## src/rtl/img_pkg.sv

```systemverilog
`default_nettype none
// ============================================================================
//  Module      : img_pkg
//  Description : Shared definitions for the DRAM stream loader: default
//                address/pixel widths and the transfer state enumeration.
//  Revision    : 1.0 - initial release
// ============================================================================
package img_pkg;

    localparam int c_ADDR_W = 19;   // DRAM byte address width
    localparam int c_DATA_W = 8;    // pixel width

    typedef enum logic [2:0] {
        ST_IDLE       = 3'd0,
        ST_LOAD       = 3'd1,
        ST_LOAD_FLUSH = 3'd2,
        ST_RD         = 3'd3,
        ST_CAP        = 3'd4,
        ST_OUT        = 3'd5,
        ST_DONE       = 3'd6
    } state_t;

endpackage
`default_nettype wire

```

## src/rtl/addr_gen.sv

```systemverilog
`default_nettype none
// ============================================================================
//  Module      : addr_gen
//  Description : Transfer index generator. Holds base address, length and the
//                byte index k; produces base+k (modulo 2^ADDR_W) and a flag
//                for the last byte of the transfer.
//  Ports       : clk, rst_n      - clock, async active-low reset
//                i_load          - latch i_base/i_len and clear k
//                i_base, i_len   - command base address and byte count
//                i_inc           - advance k by one
//                o_addr          - base + k
//                o_last          - k equals length-1
//  Revision    : 1.0 - initial release
// ============================================================================
module addr_gen #(
    parameter int ADDR_W = 19
) (
    input  logic              clk,
    input  logic              rst_n,
    input  logic              i_load,
    input  logic [ADDR_W-1:0] i_base,
    input  logic [ADDR_W-1:0] i_len,
    input  logic              i_inc,
    output logic [ADDR_W-1:0] o_addr,
    output logic              o_last
);

    localparam logic [ADDR_W-1:0] c_ONE = ADDR_W'(1);

    logic [ADDR_W-1:0] r_base;
    logic [ADDR_W-1:0] r_len;
    logic [ADDR_W-1:0] r_k;

    always_ff @(posedge clk or negedge rst_n) begin
        if (!rst_n) begin
            r_base <= '0;
            r_len  <= '0;
            r_k    <= '0;
        end else if (i_load) begin
            r_base <= i_base;
            r_len  <= i_len;
            r_k    <= '0;
        end else if (i_inc) begin
            r_k    <= r_k + c_ONE;
        end
    end

    // Sum truncated to ADDR_W bits so the address wraps from all-ones to 0.
    assign o_addr = r_base + r_k;
    assign o_last = (r_k == (r_len - c_ONE));

endmodule
`default_nettype wire

```

## src/rtl/dram_stream_loader.sv

```systemverilog
`default_nettype none
// ============================================================================
//  Module      : dram_stream_loader
//  Description : Moves a byte stream into DRAM (mode 0) or dumps a DRAM
//                region onto an output stream (mode 1).
//  Ports       : clk, rst_n                     - clock, async active-low reset
//                start, mode, base_addr, length - command (sampled in IDLE)
//                s_valid, s_data, s_ready       - input stream
//                m_valid, m_data, m_ready       - output stream
//                busy, done                     - status
//                dAddr, dram_wdata, MEM_WRITE,
//                dram_rdata                     - DRAM (1-cycle read latency)
//  Revision    : 1.0 - initial release
// ============================================================================
module dram_stream_loader
    import img_pkg::*;
#(
    parameter int ADDR_W = c_ADDR_W,
    parameter int DATA_W = c_DATA_W
) (
    input  logic              clk,
    input  logic              rst_n,
    input  logic              start,
    input  logic              mode,
    input  logic [ADDR_W-1:0] base_addr,
    input  logic [ADDR_W-1:0] length,
    input  logic              s_valid,
    input  logic [DATA_W-1:0] s_data,
    output logic              s_ready,
    output logic              m_valid,
    output logic [DATA_W-1:0] m_data,
    input  logic              m_ready,
    output logic              busy,
    output logic              done,
    output logic [ADDR_W-1:0] dAddr,
    output logic [DATA_W-1:0] dram_wdata,
    output logic              MEM_WRITE,
    input  logic [DATA_W-1:0] dram_rdata
);

    state_t            r_state;
    state_t            w_next;

    logic              w_cmd;
    logic              w_accept;
    logic              w_take;
    logic [ADDR_W-1:0] w_addr;
    logic              w_last;

    logic              r_wr_en;
    logic [ADDR_W-1:0] r_wr_addr;
    logic [DATA_W-1:0] r_wr_data;
    logic [DATA_W-1:0] r_m_data;

    assign w_cmd    = (r_state == ST_IDLE) && start;
    assign w_accept = (r_state == ST_LOAD) && s_valid;
    assign w_take   = (r_state == ST_OUT)  && m_ready;

    addr_gen #(
        .ADDR_W (ADDR_W)
    ) u_addr_gen (
        .clk    (clk),
        .rst_n  (rst_n),
        .i_load (w_cmd),
        .i_base (base_addr),
        .i_len  (length),
        .i_inc  (w_accept || w_take),
        .o_addr (w_addr),
        .o_last (w_last)
    );

    // ---------------- state register ----------------
    always_ff @(posedge clk or negedge rst_n) begin
        if (!rst_n) begin
            r_state <= ST_IDLE;
        end else begin
            r_state <= w_next;
        end
    end

    // ---------------- next-state logic ----------------
    always_comb begin
        w_next = r_state;
        case (r_state)
            ST_IDLE: begin
                if (start) begin
                    if (length == '0) begin
                        w_next = ST_DONE;
                    end else if (mode) begin
                        w_next = ST_RD;
                    end else begin
                        w_next = ST_LOAD;
                    end
                end
            end
            ST_LOAD: begin
                if (s_valid && w_last) begin
                    w_next = ST_LOAD_FLUSH;
                end
            end
            ST_LOAD_FLUSH: w_next = ST_DONE;
            ST_RD:         w_next = ST_CAP;
            ST_CAP:        w_next = ST_OUT;
            ST_OUT: begin
                if (m_ready) begin
                    w_next = w_last ? ST_DONE : ST_RD;
                end
            end
            ST_DONE:       w_next = ST_IDLE;
            default:       w_next = ST_IDLE;
        endcase
    end

    // ---------------- output logic ----------------
    always_comb begin
        s_ready = 1'b0;
        m_valid = 1'b0;
        busy    = 1'b1;
        done    = 1'b0;
        case (r_state)
            ST_IDLE: busy    = 1'b0;
            ST_LOAD: s_ready = 1'b1;
            ST_OUT:  m_valid = 1'b1;
            ST_DONE: done    = 1'b1;
            default: ;
        endcase
    end

    // Writes are presented one cycle after acceptance; a pending write owns
    // the address bus, otherwise RD drives the read address. A write can
    // never be pending while in RD, so the two never collide.
    always_comb begin
        dAddr = '0;
        if (r_wr_en) begin
            dAddr = r_wr_addr;
        end else if (r_state == ST_RD) begin
            dAddr = w_addr;
        end
    end

    // ---------------- datapath registers ----------------
    always_ff @(posedge clk or negedge rst_n) begin
        if (!rst_n) begin
            r_wr_en   <= 1'b0;
            r_wr_addr <= '0;
            r_wr_data <= '0;
            r_m_data  <= '0;
        end else begin
            r_wr_en <= w_accept;
            if (w_accept) begin
                r_wr_addr <= w_addr;
                r_wr_data <= s_data;
            end
            // dram_rdata is valid in CAP for the address presented in RD.
            if (r_state == ST_CAP) begin
                r_m_data <= dram_rdata;
            end
        end
    end

    assign MEM_WRITE  = r_wr_en;
    assign dram_wdata = r_wr_data;
    assign m_data     = r_m_data;

endmodule
`default_nettype wire

```

## config.mk

```make
export PLATFORM = sky130hd
export DESIGN_NAME = dram_stream_loader
export DESIGN_NICKNAME = d
export VERILOG_FILES = /design/src/rtl/img_pkg.sv /design/src/rtl/addr_gen.sv /design/src/rtl/dram_stream_loader.sv
export SDC_FILE = /design/constraint.sdc
export NUM_CORES = 1
export LEC_CHECK = 0
export ABC_AREA = 1
export BUFFER_PORTS_ARGS = -buffer_cell sky130_fd_sc_hd__clkbuf_2
export CAP_MARGIN = 30
export CORE_UTILIZATION = 37
export DETAILED_ROUTE_END_ITERATION = 7
export GPL_ROUTABILITY_DRIVEN = 0
export PLACE_DENSITY = 0.67
export SYNTH_ARGS = -nofsm -noshare
export SYNTH_HDL_FRONTEND = slang
export SYNTH_SLANG_ARGS = --single-unit
```

## constraint.sdc

```tcl
create_clock -name clk -period 2.6 [get_ports clk]
set_input_delay 0.13 -clock clk [delete_from_list [all_inputs] [get_ports clk]]
set_output_delay 0.13 -clock clk [all_outputs]
set_load 0.03 [all_outputs]
```

After elaboration in Yosys (flattened, before gate mapping)
Index checks and enable logic that the tools add are counted.
{"block": "totals", "out_inout_bits": 40, "regBits": 96, "in_bits": 60}
{"block": "op_classes", "eq_ne": 10, "n_reduce_logical": 9, "n_mux": 15, "add_sub_neg": 3}
{"operator": "2-to-1 mux 19 bit", "count": 4}
{"operator": "adder 19 x 1 -> 19 bit, second input constant", "count": 1}
{"operator": "adder 19 bit", "count": 1}
{"operator": "== test 19 bit", "count": 1}
{"operator": "logical NOT 19 bit", "count": 1}
{"operator": "subtractor 19 x 1 -> 19 bit, second input constant", "count": 1}
{"operator": "one-hot mux 3 bit (6 select lines)", "count": 1}
{"operator": "2-to-1 mux 3 bit", "count": 5}
{"operator": "== test 3 bit, second input constant", "count": 3}
{"operator": "== test 3 x 2 -> 1 bit, second input constant", "count": 2}
{"operator": "logical AND 1 bit", "count": 4}
{"operator": "2-to-1 mux 1 bit", "count": 4}
{"operator": "!= test 2 bit, second input constant", "count": 2}
{"operator": "== test 3 x 1 -> 1 bit, second input constant", "count": 1}
{"operator": "logical NOT 3 bit", "count": 1}
{"operator": "AND reduction 3 bit", "count": 1}
{"operator": "2-to-1 mux 2 bit", "count": 1}
{"operator": "!= test 2 x 1 -> 1 bit, second input constant", "count": 1}
{"operator": "nonzero test 2 bit", "count": 1}
{"operator": "logical OR 1 bit", "count": 1}

Depth between registers and ports, before layout
{"block": "depth", "ltp_word": 5, "mapped_depth": 16, "mapped_depth_nobuf": 16}

Cells and area by module
A second synthesis with hierarchy kept.
{"block": "unflattened", "hier_cells": 866, "hier_area_um2": 6063.3}
{"mod": "addr_gen", "instances": 1, "seq_area_each_um2": 1426.4, "area_per_inst_um2": 4077.7, "cells_per_inst": 591}
{"mod": "dram_stream_loader", "instances": 1, "seq_area_each_um2": 975.9, "area_per_inst_um2": 1985.7, "cells_per_inst": 275}

Worst setup path after synthesis
OpenSTA, ideal clock, no wires.
{"block": "synth_timing", "path_type": "register -> output", "startpoint": "register u_addr_gen.r_k[0]", "endpoint": "output port dAddr[14]", "path_buffers": 0, "path_stages_with_launch": 10, "slack_ns": -0.069, "arrival_time_ns": 2.539, "cell_sequence": "dfrtp_1 ha_1 inv_1 fa_1 o21ai_1 a21oi_1 o21ai_1 a21oi_1 xor2_1 o21ai_0"}
{"block": "synth_between", "elab_chain_len": 3}
{"item": "start: declaration", "line": "addr_gen.sv:32", "rtl": "logic [ADDR_W-1:0] r_k;"}
{"item": "start signal: assignment", "line": "addr_gen.sv:44", "rtl": "r_k <= r_k + c_ONE;"}
{"item": "adder 19 bit", "line": "addr_gen.sv:49", "rtl": "assign o_addr = r_base + r_k;"}
{"item": "2-to-1 mux 19 bit", "line": "dram_stream_loader.sv:136", "rtl": "end else if (r_state == ST_RD) begin"}
{"item": "2-to-1 mux 19 bit", "line": "dram_stream_loader.sv:134", "rtl": "if (r_wr_en) begin"}
{"item": "end: declaration", "line": "dram_stream_loader.sv:35", "rtl": "output logic [ADDR_W-1:0] dAddr,"}
Every way passes these cells.

Worst setup path after layout
{"block": "layout_timing", "startpoint": "register u_addr_gen.r_k[0]", "endpoint": "output port dAddr[12]"}
Same word-level chain as after synthesis.

==> metrics.txt <==
drt first pass iters=6; CTS tree=built; Layout area overhead=34.2%; CP Max Fanout=3; worst hold path type=in -> reg; Overflow after GRT=0; Crit. path cell count=11; Area after DPL=0.00678 mm²; CTS max path bufs=2; Crit Reg-Reg Startpoint=u_addr_gen.r_len[0]$_DFFE_PN0P_; crit path cell chain=ha_2, inv_2, fa_2, o21ai_4, a21oi_2, o21ai_2, a31oi_2, or2_1, nand3_1, o21ai_1, buf_4; hold_sp=dram_rdata[7]; IO Pins=100; Net Switching=3.81 mW; Tmin final=2.64 ns; Worst Tran Pin Value=0.898 ns; Max Fclk=378 MHz; switch share=45.8%; CP endpoint kind=output port; Post-Synth Simple-Gate Area=31.4%; most frequent cells in the layout=nand2_1 (263), dfrtp_1 (90), clkbuf_2 (85); R2R cell count=15; DIE HEIGHT=128 µm; critical path's top delay family=compound AO/OA/AOI/OAI gates; failing checks=setup timing; Startpoint Class=flip-flop; depth of the CTS H-tree=3; Overall Global Routing Usage=21.2%; skew final=0.00931 ns; max incr delay on CP=0.37 ns; first-pass GRT wire length=27.6 mm; die area=0.0165 mm²; hold depth=2; routed length per instance=14.1 µm; relative slew slack=40.1%; reg-to-reg slack, setup=0.31 ns; Pins Over Slew Limit=0; Clock Sink Count=96; synthesized flop and latch total=96; WL final=16.7 mm; synthesized instance count=811; chip width=128 µm; final net count=1,055; Clock transition at path regs=0.07 ns; final setup violation count=3; Root Driver=clkbuf_16; main combinational cell family by area after synthesis=simple AND/OR/NAND/NOR gates; hold path endpoint=m_data[7]$_DFFE_PN0P_; DR DRC count=0; Setup CP Type=reg -> out; CP bufs+invs=2; ANT cells=0; initial antenna violation count=0; commonest non-fill, non-tap cell in the layout=nand2_1; area of the core=0.0154 mm²; clock share of power=17.1%; dpl hpwl=11.8 mm; Pwr Density=1050 mW/mm²; syn_nets=892; Reg power frac=31.4%; arrival time worst endpoint=2.51 ns; compound-gate portion of the synthesized area=11.0%; antenna-violating nets left=0; RSZ-0062 raised after global routing=yes; Leak=3.83 nW; crit share post-route=102%; Netlist cell types=40; internal power=4.51 mW; MaxCap Viol Count=0; WP data required=2.47 ns; multiplexer share of the synthesized area=1.52%; status=complete, but fails checks; Combinational Power Share=51.5%; PortBufs=99; CTS Buf Count=9; pin count of the biggest net entering global routing=55; final setup margin=-0.0424 ns; Clock Latency Late Sink=0.36 ns; yosys warns=0; Cell Area, Synth=0.00592 mm²; Initial Util=38.3%; r2r endpoint=r_state[0]$_DFFE_PN0P_; vias in the first global route=5,681; adder-cell share of the synthesized area=4.57%; Filler Cells Inserted=1,498; Initial DRC Count=396; DR vias/cell=4.98; Final Hold Violating Endpoints=0; Mean Syn Cell Area=7.29 µm²; fraction of synthesized cell area in xor and xnor cells=4.15%; final instance area=0.00794 mm²; share of layout cells above drive strength 1=23.5%; via count=5,925; post-layout util=51.5%; Rows=45; Max VDD drop=0.567 mV; slowest CP cell=dfrtp_1; sequential fraction of the synthesis area=40.6%
through the flow:
step / setup TNS [ns] / setup slack, ns / total power, mW / instances / hold WS [ns]
floorplan: 0 / 0.0206 / 5.27 / 811 / -0.166
global placement: 0 / 0.164 / 6.32 / 1124 / 0.205
detailed placement: 0 / 0.0912 / 6.37 / 1124 / 0.210
CTS: -0.0255 / -0.0255 / 8.00 / 1182 / 0.00202
global route: -0.752 / -0.165 / 9.00 / 1190 / 0.0132
finish: -0.0598 / -0.0424 / 8.33 / 1190 / 0.00674
layout make-up:
cell class | count | area [µm²] | area share [%]
Clock buffer | 10 | 239 | 3.01
Clock inverter | 6 | 76.3 | 0.961
Inverter | 88 | 330 | 4.16
Multi-Input combinational cell | 609 | 3440 | 43.4
Sequential cell | 96 | 2410 | 30.3
Tap cell | 211 | 264 | 3.32
Timing Repair Buffer | 170 | 1180 | 14.8
cell families (layout without fill, tap and decap cells):
family,count (synthesis),in the layout
fa+ha+maj,21,21
mux,8,8
xor+xnor,28,28
flops,96,96
compound gates,123,123
buf+inv,106,274
simple gates,429,429
state kept, by name, indices dropped and copies added (netlist names):
name / count
r_wr_addr: 19
u_addr_gen.r_len: 19
r_state: 3
u_addr_gen.r_k: 19
MEM_WRITE: 1
dram_wdata: 8
m_data: 8
u_addr_gen.r_base: 19
power by group through the flow:
stage               sequential [mW]  combinational (mW)  clock (mW)
floorplan                      2.72                2.54           0
global placement               2.55                3.76           0
detailed placement             2.57                3.80           0
CTS                            2.57                3.98        1.45
global route                   2.69                4.80        1.51
finish                         2.62                4.29        1.42
metal layers:
layer	GRT usage [%]	vias up	wire [µm]
met5	0	-	0
met4	6.71	0	375
met3	3.62	34	707
met2	34.3	165	7890
met1	28.8	2771	7750
li1	-	2955	-
worst max path at each step:
stage	startpoint	endpoint	slack, ns
floorplan	u_addr_gen.r_k[2]$_DFFE_PN0P_	dAddr[13]	0.02
detailed placement	u_addr_gen.r_k[0]$_DFFE_PN0P_	dAddr[16]	0.09
CTS	u_addr_gen.r_k[0]$_DFFE_PN0P_	dAddr[12]	-0.03
global placement	u_addr_gen.r_k[0]$_DFFE_PN0P_	dAddr[16]	0.16
global route	u_addr_gen.r_k[1]$_DFFE_PN0P_	dAddr[15]	-0.17
finish	u_addr_gen.r_k[0]$_DFFE_PN0P_	dAddr[12]	-0.04
timing repair:
item                                    4_1_cts  5_1_grt
gates resized for setup                      28       69
endpoints found under the setup margin       10       13
setup buffers                                 5        8
hold buffers                                 37        0
endpoints found under the hold margin        85        0
pin swaps                                    11       26
cell usage after synthesis (all sizes together):
library cell | instances | share of area, %
a21oi | 32 | 2.8
ha | 20 | 4.2
nor3 | 15 | 1.5
and2 | 2 | 0.21
mux2 | 8 | 1.5
nand4 | 13 | 1.4
clkbuf | 15 | 0.95
o21bai | 4 | 0.57
dfrtp | 96 | 41
o211ai | 3 | 0.38
nand2 | 268 | 17
a21o | 1 | 0.13
or2 | 3 | 0.32
nor4 | 7 | 0.74
inv | 88 | 5.6
and3 | 1 | 0.11
a31oi | 2 | 0.21
nand3 | 53 | 4.9
xor2 | 14 | 2.1
xnor2 | 14 | 2.1
buf | 3 | 0.21
o21a | 1 | 0.13
o21ai | 78 | 6.6
o31ai | 2 | 0.25
nor2 | 66 | 4.9
fa | 1 | 0.34
nand3b | 1 | 0.13
Power figures use the tool's default switching activity.
